==> config.mk <==
export PLATFORM = sky130hd
export DESIGN_NAME = xif_offload_driver_flat
export DESIGN_NICKNAME = d
export VERILOG_FILES = /design/src/rtl/xif_drv_pkg.sv /design/src/rtl/if_xif.sv /design/src/rtl/xif_drv_timeout.sv /design/src/rtl/xif_offload_driver.sv /design/src/flat_wrapper.sv
export SDC_FILE = /design/constraint.sdc
export NUM_CORES = 1
export LEC_CHECK = 0
export BUFFER_PORTS_ARGS = -buffer_cell sky130_fd_sc_hd__buf_2
export CORE_AREA = 3 3 132 134
export DETAILED_ROUTE_END_ITERATION = 16
export DIE_AREA = 0 0 135 137
export PLACE_DENSITY = 0.71
export SYNTH_ARGS = -nofsm -noshare
export SYNTH_HDL_FRONTEND = slang
export SYNTH_SLANG_ARGS = --single-unit
==> constraint.sdc <==
create_clock -name clk_i -period 2.3 [get_ports clk_i]
set_clock_uncertainty 0.05 [all_clocks]
set_input_delay 0.345 -clock clk_i [delete_from_list [all_inputs] [get_ports clk_i]]
set_output_delay 0.345 -clock clk_i [all_outputs]
set_load 0.005 [all_outputs]
==> src/rtl/xif_drv_pkg.sv <==
// Shared types and constants for the X-interface offload driver.
package xif_drv_pkg;

    localparam int unsigned XIF_ID_WIDTH_DEFAULT = 4;
    localparam int unsigned XLEN                 = 32;
    localparam int unsigned RD_WIDTH             = 5;
    localparam logic [1:0]  XIF_MODE_M           = 2'b11;

    typedef enum logic [2:0] {
        S_IDLE,
        S_ISSUE,
        S_COMMIT,
        S_RESULT,
        S_RESP
    } state_e;

    typedef struct packed {
        logic                accept;
        logic [XLEN-1:0]     data;
        logic [RD_WIDTH-1:0] rd;
        logic                we;
        logic                err;
    } resp_t;

endpackage

==> src/rtl/if_xif.sv <==
// Issue/commit/result channels between the CPU-side driver and a coprocessor.
interface if_xif
    import xif_drv_pkg::*;
#(
    parameter int unsigned X_ID_WIDTH = XIF_ID_WIDTH_DEFAULT
);
    logic                      issue_valid;
    logic                      issue_ready;
    logic [XLEN-1:0]           issue_instr;
    logic [1:0][XLEN-1:0]      issue_rs;
    logic [1:0]                issue_rs_valid;
    logic [X_ID_WIDTH-1:0]     issue_id;
    logic [1:0]                issue_mode;
    logic                      issue_accept;

    logic                      commit_valid;
    logic [X_ID_WIDTH-1:0]     commit_id;
    logic                      commit_kill;

    logic                      result_valid;
    logic                      result_ready;
    logic [X_ID_WIDTH-1:0]     result_id;
    logic [XLEN-1:0]           result_data;
    logic [RD_WIDTH-1:0]       result_rd;
    logic                      result_we;
    logic                      result_exc;

    modport cpu_issue (
        output issue_valid, issue_instr, issue_rs, issue_rs_valid, issue_id, issue_mode,
        input  issue_ready, issue_accept
    );

    modport cpu_commit (
        output commit_valid, commit_id, commit_kill
    );

    modport cpu_result (
        input  result_valid, result_id, result_data, result_rd, result_we, result_exc,
        output result_ready
    );

endinterface

==> src/rtl/xif_drv_timeout.sv <==
// Clearable saturating wait counter; expired_c flags the MAX_COUNT-th waiting cycle.
module xif_drv_timeout #(
    parameter int unsigned MAX_COUNT = 255
) (
    input  logic clk_i,
    input  logic rst_ni,
    input  logic load_i,
    input  logic en_i,
    output logic expired_c
);

    localparam int unsigned CNT_W = (MAX_COUNT < 2) ? 1 : $clog2(MAX_COUNT + 1);

    logic [CNT_W-1:0] count_q;

    always_ff @(posedge clk_i or negedge rst_ni) begin
        if (!rst_ni) begin
            count_q <= '0;
        end else if (load_i) begin
            count_q <= '0;
        end else if (en_i && (count_q != CNT_W'(MAX_COUNT))) begin
            count_q <= count_q + CNT_W'(1);
        end
    end

    assign expired_c = (count_q >= CNT_W'(MAX_COUNT - 1));

endmodule

==> src/rtl/xif_offload_driver.sv <==
// Drives one offloaded instruction at a time through issue, commit and result
// channels and returns a single-cycle response to the local requester.
module xif_offload_driver
    import xif_drv_pkg::*;
#(
    parameter int unsigned X_ID_WIDTH     = XIF_ID_WIDTH_DEFAULT,
    parameter int unsigned RESULT_TIMEOUT = 255
) (
    input  logic                clk_i,
    input  logic                rst_ni,
    if_xif.cpu_issue            xif_issue,
    if_xif.cpu_commit           xif_commit,
    if_xif.cpu_result           xif_result,
    input  logic                req_valid_i,
    output logic                req_ready_o,
    input  logic [XLEN-1:0]     req_instr_i,
    input  logic [XLEN-1:0]     req_rs1_i,
    input  logic [XLEN-1:0]     req_rs2_i,
    output logic                resp_valid_o,
    output logic                resp_accept_o,
    output logic [XLEN-1:0]     resp_data_o,
    output logic [RD_WIDTH-1:0] resp_rd_o,
    output logic                resp_we_o,
    output logic                resp_err_o,
    output logic                busy_o
);

    state_e                state_q, state_d;
    logic [XLEN-1:0]       instr_q, rs1_q, rs2_q;
    logic [X_ID_WIDTH-1:0] id_q;
    logic                  accept_q, accept_d;
    logic                  tmo_load, tmo_en, tmo_expired;
    resp_t                 resp_q, resp_d;
    logic                  req_ready_q, busy_q, issue_valid_q, commit_valid_q;
    logic                  result_ready_q, resp_valid_q;

    xif_drv_timeout #(
        .MAX_COUNT (RESULT_TIMEOUT)
    ) u_timeout (
        .clk_i     (clk_i),
        .rst_ni    (rst_ni),
        .load_i    (tmo_load),
        .en_i      (tmo_en),
        .expired_c (tmo_expired)
    );

    // Next state plus the response payload captured on entry to RESP.
    always_comb begin
        state_d  = state_q;
        accept_d = accept_q;
        tmo_load = 1'b0;
        tmo_en   = 1'b0;
        resp_d   = '0;
        case (state_q)
            S_IDLE: begin
                if (req_valid_i) state_d = S_ISSUE;
            end
            S_ISSUE: begin
                if (xif_issue.issue_ready) begin
                    accept_d = xif_issue.issue_accept;
                    state_d  = S_COMMIT;
                end
            end
            S_COMMIT: begin
                if (accept_q) begin
                    tmo_load = 1'b1;
                    state_d  = S_RESULT;
                end else begin
                    state_d  = S_RESP;
                end
            end
            S_RESULT: begin
                if (xif_result.result_valid) begin
                    resp_d.accept = 1'b1;
                    resp_d.data   = xif_result.result_data;
                    resp_d.rd     = xif_result.result_rd;
                    resp_d.we     = xif_result.result_we;
                    resp_d.err    = xif_result.result_exc | (xif_result.result_id != id_q);
                    state_d       = S_RESP;
                end else if (tmo_expired) begin
                    resp_d.accept = 1'b1;
                    resp_d.err    = 1'b1;
                    state_d       = S_RESP;
                end else begin
                    tmo_en = 1'b1;
                end
            end
            S_RESP: begin
                state_d = S_IDLE;
            end
            default: begin
                state_d = S_IDLE;
            end
        endcase
    end

    // id_q only advances on leaving RESP, so it is the issued ID while busy.
    always_ff @(posedge clk_i or negedge rst_ni) begin
        if (!rst_ni) begin
            state_q  <= S_IDLE;
            accept_q <= 1'b0;
            id_q     <= '0;
            instr_q  <= '0;
            rs1_q    <= '0;
            rs2_q    <= '0;
        end else begin
            state_q  <= state_d;
            accept_q <= accept_d;
            if ((state_q == S_IDLE) && req_valid_i) begin
                instr_q <= req_instr_i;
                rs1_q   <= req_rs1_i;
                rs2_q   <= req_rs2_i;
            end
            if (state_q == S_RESP) id_q <= id_q + X_ID_WIDTH'(1);
        end
    end

    // Handshake outputs registered from the next state.
    always_ff @(posedge clk_i or negedge rst_ni) begin
        if (!rst_ni) begin
            req_ready_q    <= 1'b1;
            busy_q         <= 1'b0;
            issue_valid_q  <= 1'b0;
            commit_valid_q <= 1'b0;
            result_ready_q <= 1'b0;
            resp_valid_q   <= 1'b0;
            resp_q         <= '0;
        end else begin
            req_ready_q    <= (state_d == S_IDLE);
            busy_q         <= (state_d != S_IDLE);
            issue_valid_q  <= (state_d == S_ISSUE);
            commit_valid_q <= (state_d == S_COMMIT);
            result_ready_q <= (state_d == S_RESULT);
            resp_valid_q   <= (state_d == S_RESP);
            resp_q         <= resp_d;
        end
    end

    assign xif_issue.issue_valid    = issue_valid_q;
    assign xif_issue.issue_instr    = instr_q;
    assign xif_issue.issue_rs       = {rs2_q, rs1_q};
    assign xif_issue.issue_rs_valid = 2'b11;
    assign xif_issue.issue_id       = id_q;
    assign xif_issue.issue_mode     = XIF_MODE_M;

    assign xif_commit.commit_valid  = commit_valid_q;
    assign xif_commit.commit_id     = id_q;
    assign xif_commit.commit_kill   = !accept_q;

    assign xif_result.result_ready  = result_ready_q;

    assign req_ready_o   = req_ready_q;
    assign busy_o        = busy_q;
    assign resp_valid_o  = resp_valid_q;
    assign resp_accept_o = resp_q.accept;
    assign resp_data_o   = resp_q.data;
    assign resp_rd_o     = resp_q.rd;
    assign resp_we_o     = resp_q.we;
    assign resp_err_o    = resp_q.err;

endmodule

==> src/flat_wrapper.sv <==
// flat-port wrapper written by rule: the top's interface ports become plain ports
module xif_offload_driver_flat import xif_drv_pkg::*;
#(
    parameter int unsigned X_ID_WIDTH     = XIF_ID_WIDTH_DEFAULT,
    parameter int unsigned RESULT_TIMEOUT = 255
)
  (clk_i, rst_ni, req_valid_i, req_ready_o, req_instr_i, req_rs1_i, req_rs2_i, resp_valid_o, resp_accept_o, resp_data_o, resp_rd_o, resp_we_o, resp_err_o, busy_o, xif_issue_issue_valid, xif_issue_issue_instr, xif_issue_issue_rs, xif_issue_issue_rs_valid, xif_issue_issue_id, xif_issue_issue_mode, xif_issue_issue_ready, xif_issue_issue_accept, xif_commit_commit_valid, xif_commit_commit_id, xif_commit_commit_kill, xif_result_result_valid, xif_result_result_id, xif_result_result_data, xif_result_result_rd, xif_result_result_we, xif_result_result_exc, xif_result_result_ready);
  if_xif #(.X_ID_WIDTH(X_ID_WIDTH)) xif_issue_i ();
  if_xif #(.X_ID_WIDTH(X_ID_WIDTH)) xif_commit_i ();
  if_xif #(.X_ID_WIDTH(X_ID_WIDTH)) xif_result_i ();
  input  logic clk_i;
  input  logic rst_ni;
  input  logic req_valid_i;
  output logic req_ready_o;
  input  logic [XLEN-1:0] req_instr_i;
  input  logic [XLEN-1:0] req_rs1_i;
  input  logic [XLEN-1:0] req_rs2_i;
  output logic resp_valid_o;
  output logic resp_accept_o;
  output logic [XLEN-1:0] resp_data_o;
  output logic [RD_WIDTH-1:0] resp_rd_o;
  output logic resp_we_o;
  output logic resp_err_o;
  output logic busy_o;
  output wire logic [$bits(xif_issue_i.issue_valid)-1:0] xif_issue_issue_valid;
  output wire logic [$bits(xif_issue_i.issue_instr)-1:0] xif_issue_issue_instr;
  output wire logic [$bits(xif_issue_i.issue_rs)-1:0] xif_issue_issue_rs;
  output wire logic [$bits(xif_issue_i.issue_rs_valid)-1:0] xif_issue_issue_rs_valid;
  output wire logic [$bits(xif_issue_i.issue_id)-1:0] xif_issue_issue_id;
  output wire logic [$bits(xif_issue_i.issue_mode)-1:0] xif_issue_issue_mode;
  input wire logic [$bits(xif_issue_i.issue_ready)-1:0] xif_issue_issue_ready;
  input wire logic [$bits(xif_issue_i.issue_accept)-1:0] xif_issue_issue_accept;
  output wire logic [$bits(xif_commit_i.commit_valid)-1:0] xif_commit_commit_valid;
  output wire logic [$bits(xif_commit_i.commit_id)-1:0] xif_commit_commit_id;
  output wire logic [$bits(xif_commit_i.commit_kill)-1:0] xif_commit_commit_kill;
  input wire logic [$bits(xif_result_i.result_valid)-1:0] xif_result_result_valid;
  input wire logic [$bits(xif_result_i.result_id)-1:0] xif_result_result_id;
  input wire logic [$bits(xif_result_i.result_data)-1:0] xif_result_result_data;
  input wire logic [$bits(xif_result_i.result_rd)-1:0] xif_result_result_rd;
  input wire logic [$bits(xif_result_i.result_we)-1:0] xif_result_result_we;
  input wire logic [$bits(xif_result_i.result_exc)-1:0] xif_result_result_exc;
  output wire logic [$bits(xif_result_i.result_ready)-1:0] xif_result_result_ready;
  assign xif_issue_issue_valid = xif_issue_i.issue_valid;
  assign xif_issue_issue_instr = xif_issue_i.issue_instr;
  assign xif_issue_issue_rs = xif_issue_i.issue_rs;
  assign xif_issue_issue_rs_valid = xif_issue_i.issue_rs_valid;
  assign xif_issue_issue_id = xif_issue_i.issue_id;
  assign xif_issue_issue_mode = xif_issue_i.issue_mode;
  assign xif_issue_i.issue_ready = xif_issue_issue_ready;
  assign xif_issue_i.issue_accept = xif_issue_issue_accept;
  assign xif_commit_commit_valid = xif_commit_i.commit_valid;
  assign xif_commit_commit_id = xif_commit_i.commit_id;
  assign xif_commit_commit_kill = xif_commit_i.commit_kill;
  assign xif_result_i.result_valid = xif_result_result_valid;
  assign xif_result_i.result_id = xif_result_result_id;
  assign xif_result_i.result_data = xif_result_result_data;
  assign xif_result_i.result_rd = xif_result_result_rd;
  assign xif_result_i.result_we = xif_result_result_we;
  assign xif_result_i.result_exc = xif_result_result_exc;
  assign xif_result_result_ready = xif_result_i.result_ready;
  xif_offload_driver #(.X_ID_WIDTH(X_ID_WIDTH), .RESULT_TIMEOUT(RESULT_TIMEOUT)) u_core (.clk_i(clk_i), .rst_ni(rst_ni), .xif_issue(xif_issue_i), .xif_commit(xif_commit_i), .xif_result(xif_result_i), .req_valid_i(req_valid_i), .req_ready_o(req_ready_o), .req_instr_i(req_instr_i), .req_rs1_i(req_rs1_i), .req_rs2_i(req_rs2_i), .resp_valid_o(resp_valid_o), .resp_accept_o(resp_accept_o), .resp_data_o(resp_data_o), .resp_rd_o(resp_rd_o), .resp_we_o(resp_we_o), .resp_err_o(resp_err_o), .busy_o(busy_o));
endmodule
==> metrics.csv <==
metric,value,unit
status,completed,
chip height,137,µm
Cell variety after synth,41,
Synth area leaders,"dfrtp_1 66%, mux2_2 18%, and2_1 4.3%, buf_4 1.1%, buf_6 0.75%",
Max Slew Vio Count,0,
Global Route Usage Sum,15.1,%
Mapped Area,0.00597,mm²
WL final,14.4,mm
part of the cycle the worst path needs,84.3,%
largest area contributor in the netlist,dfrtp_1,
CP Capture Type,register,
Post-synth ARST share,100,%
Clock Latency Late Sink,410,ps
unrepaired setup endpoints after global routing,false,
largest family of logic cells by synthesized area,multiplexers,
Hold Path Cell Cnt,3,
Non-Filler Instances,934,
Setup CP Type,register to register,
Initial Utilization,36.4,%
final worst slack,361,ps
Worst VDD drop,677,µV
Worst Path Max Fanout,51,
Final Critical Period,1940,ps
# IOs,300,
post-CTS setup buffer count,0,
post-synthesis mux area share,18.8,%
worst r2r src,u_core.state_q[0],
Synth Area in Adders,0.629,%
initial antenna violation count,4,
GRT overflow,0,
"Net count, final",847,
post-route antenna net violation count,0,
site row count,47,
worst-margin pin slew,611,ps
Final GP Congestion,0.772,
Hold Crit Endpoint,u_core.accept_q,
dpl ws,375,ps
yosys warns,0,
maxcap violations,0,
Synth top area share,65.8,%
CP Launch Type,register,
hold path start,xif_issue_issue_accept,
"most common cell after layout, fill and taps aside",buf_2,
cts hold-fix bufs,1,
die area,0.0185,mm²
post-synthesis sequential area ratio,66.2,%
Synth Area in Compound Gates,2.03,%
Critical Path RT,2540,ps
Leakage,4.27,nW
CTS tree,built,
Core Area,0.0164,mm²
share of cells above drive strength 1,61.4,%
Worst R2R End,u_core.rs1_q[1],
post-cts resize count,0,
largest net degree at the start of global routing,62,
Vias,4150,
HP Class,input port to register,
"Avg Cell Area, Syn",15.1,µm²
Clock Path Buffers,2,
clock sinks,158,
CTS H-tree lvls,4,
Area Overhead vs Synth,38.4,%
"EDFF count, synth",0,
vias in the first global route,4054,
xor and xnor fraction of the mapped netlist area,1.17,%
Clock Tree Root,clkbuf_16,
IO buf count,295,
Final TNS setup,0,ps
Max Fclk,0.516,GHz
routed len/inst,15.4,µm
DP Cell Count,899,
setup violators final,0,
worst relative slew slack,59.2,%
total CTS buffers,17,
"FF+latch count, synth",158,
WP data arrival,2180,ps
FF-to-FF path depth,4,
hpwl dp,10.9,mm
first drt pass iteration count,4,
ys flop type,dfrtp_1,
first-pass GRT wire length,21.6,mm
"commonest cells after routing, fill and taps aside","294 x buf_2, 157 x dfrtp_1, 97 x mux2_2",
Worst-path clk slew,70,ps
via density per instance,4.44,
Final Hold Fails,0,
PwrDens,1230,mW/mm²
r2r setup slk,360,ps
chip width,135,µm
Starting DRT DRC Count,126,
synthesized-area fraction occupied by and/or/nand/nor cells,8.15,%
Cells after Synth,395,
DRC Markers,0,
==> kinds of logic (layout without fill, tap and decap cells) <==
group | count (synthesis) | count (layout)
AOI/OAI and AO/OA | 17 | 17
xor gates and xnor gates | 8 | 8
adders and majority gates | 3 | 3
buffers and inverters | 27 | 341
DFF | 158 | 158
muxes | 100 | 100
other | 1 | 6
and+or+nand+nor | 81 | 81
==> state kept, by name (all words and copies together) (netlist names) <==
signal / cells
u_core.xif_issue.issue_instr: 32
u_core.resp_valid_o: 1
u_core.xif_commit.commit_id: 4
u_core.resp_err_o: 1
u_core.rs1_q: 32
u_core.busy_o: 1
u_core.xif_issue.issue_valid: 1
u_core.xif_commit.commit_valid: 1
u_core.resp_accept_o: 1
u_core.state_q: 3
u_core.u_timeout.count_q: 8
u_core.resp_we_o: 1
u_core.accept_q: 1
u_core.xif_result.result_ready: 1
u_core.req_ready_o: 1
u_core.rs2_q: 32
u_core.resp_rd_o: 5
u_core.resp_data_o: 32
==> cells in the mapped netlist, types with 2 or more instances <==
library cell and instances:
a211oi_1 2, a31oi_1 3, and2_1 41, and3_1 2, buf_2 6, buf_4 9, buf_6 4, clkbuf_2 2
dfrtp_1 157, ha_1 3, inv_1 5, mux2_2 97, mux2i_1 3, nand2_1 10, nand2b_1 2, nand3_1 4
nand4_1 3, nor2_1 6, nor3_1 3, o21ai_0 3, o21ai_1 2, o311a_1 2, or2_2 2, xnor2_1 5
xor2_1 3
==> critical path, stage by stage, from the launching register on <==
cell      delay [ps]
dfrtp_1          450
nand2b_1         220
nor3_4           360
buf_12           310
mux2_2           380
==> cell type report <==
type	count	area, µm²
tap	220	275
antenna	2	5.00
clock inverter	13	114
sequential	158	3960
clock buffer	19	443
timing repair buffer	304	1600
inverter	5	18.8
fill	1490	8140
multi-input combinational	213	1850
==> stage by stage <==
stage	instance area, µm²	power, mW	hold WS (ps)	util [%]
2_1_floorplan	5980	6.12	-0.591	-
4_1_cts	8260	10.3	65.7	50.4
3_3_place_gp	7690	7.54	323	46.9
6_report	8270	10.2	87.8	50.4
3_5_place_dp	7690	7.63	321	46.9
5_1_grt	8260	10.8	66.2	50.4
==> where the power goes <==
part	internal [mW]	switching [mW]	leakage, nW	total (mW)
Clock	1.52	1.12	0.274	2.64
Combinational	1.87	1.30	2.02	3.17
Sequential	3.82	0.534	1.97	4.35
==> worst max path at each step <==
stage                                            from                to  slack (ps)  cells past startpoint
final                               u_core.state_q[0]   u_core.rs1_q[1]         360                      4
after CTS                           u_core.state_q[0]  u_core.rs1_q[10]         360                      4
after global routing                u_core.state_q[0]  u_core.rs2_q[13]         250                      4
after global placement              u_core.state_q[0]  u_core.rs2_q[13]         430                      4
after detailed placement            u_core.state_q[0]   u_core.rs1_q[9]         380                      4
after floorplan           u_core.u_timeout.count_q[0]     u_core.busy_o         560                      6
==> routing by layer <==
layer / global-route usage, % / part of all wire [%] / vias up
met5: 0 / 0.15 / -
met4: 4.59 / 1.6 / 4
met3: 6.36 / 8.7 / 20
met2: 25.7 / 50 / 169
met1: 17.5 / 39 / 1997
li1: - / - / 1960
Power figures use the tool's default switching activity.
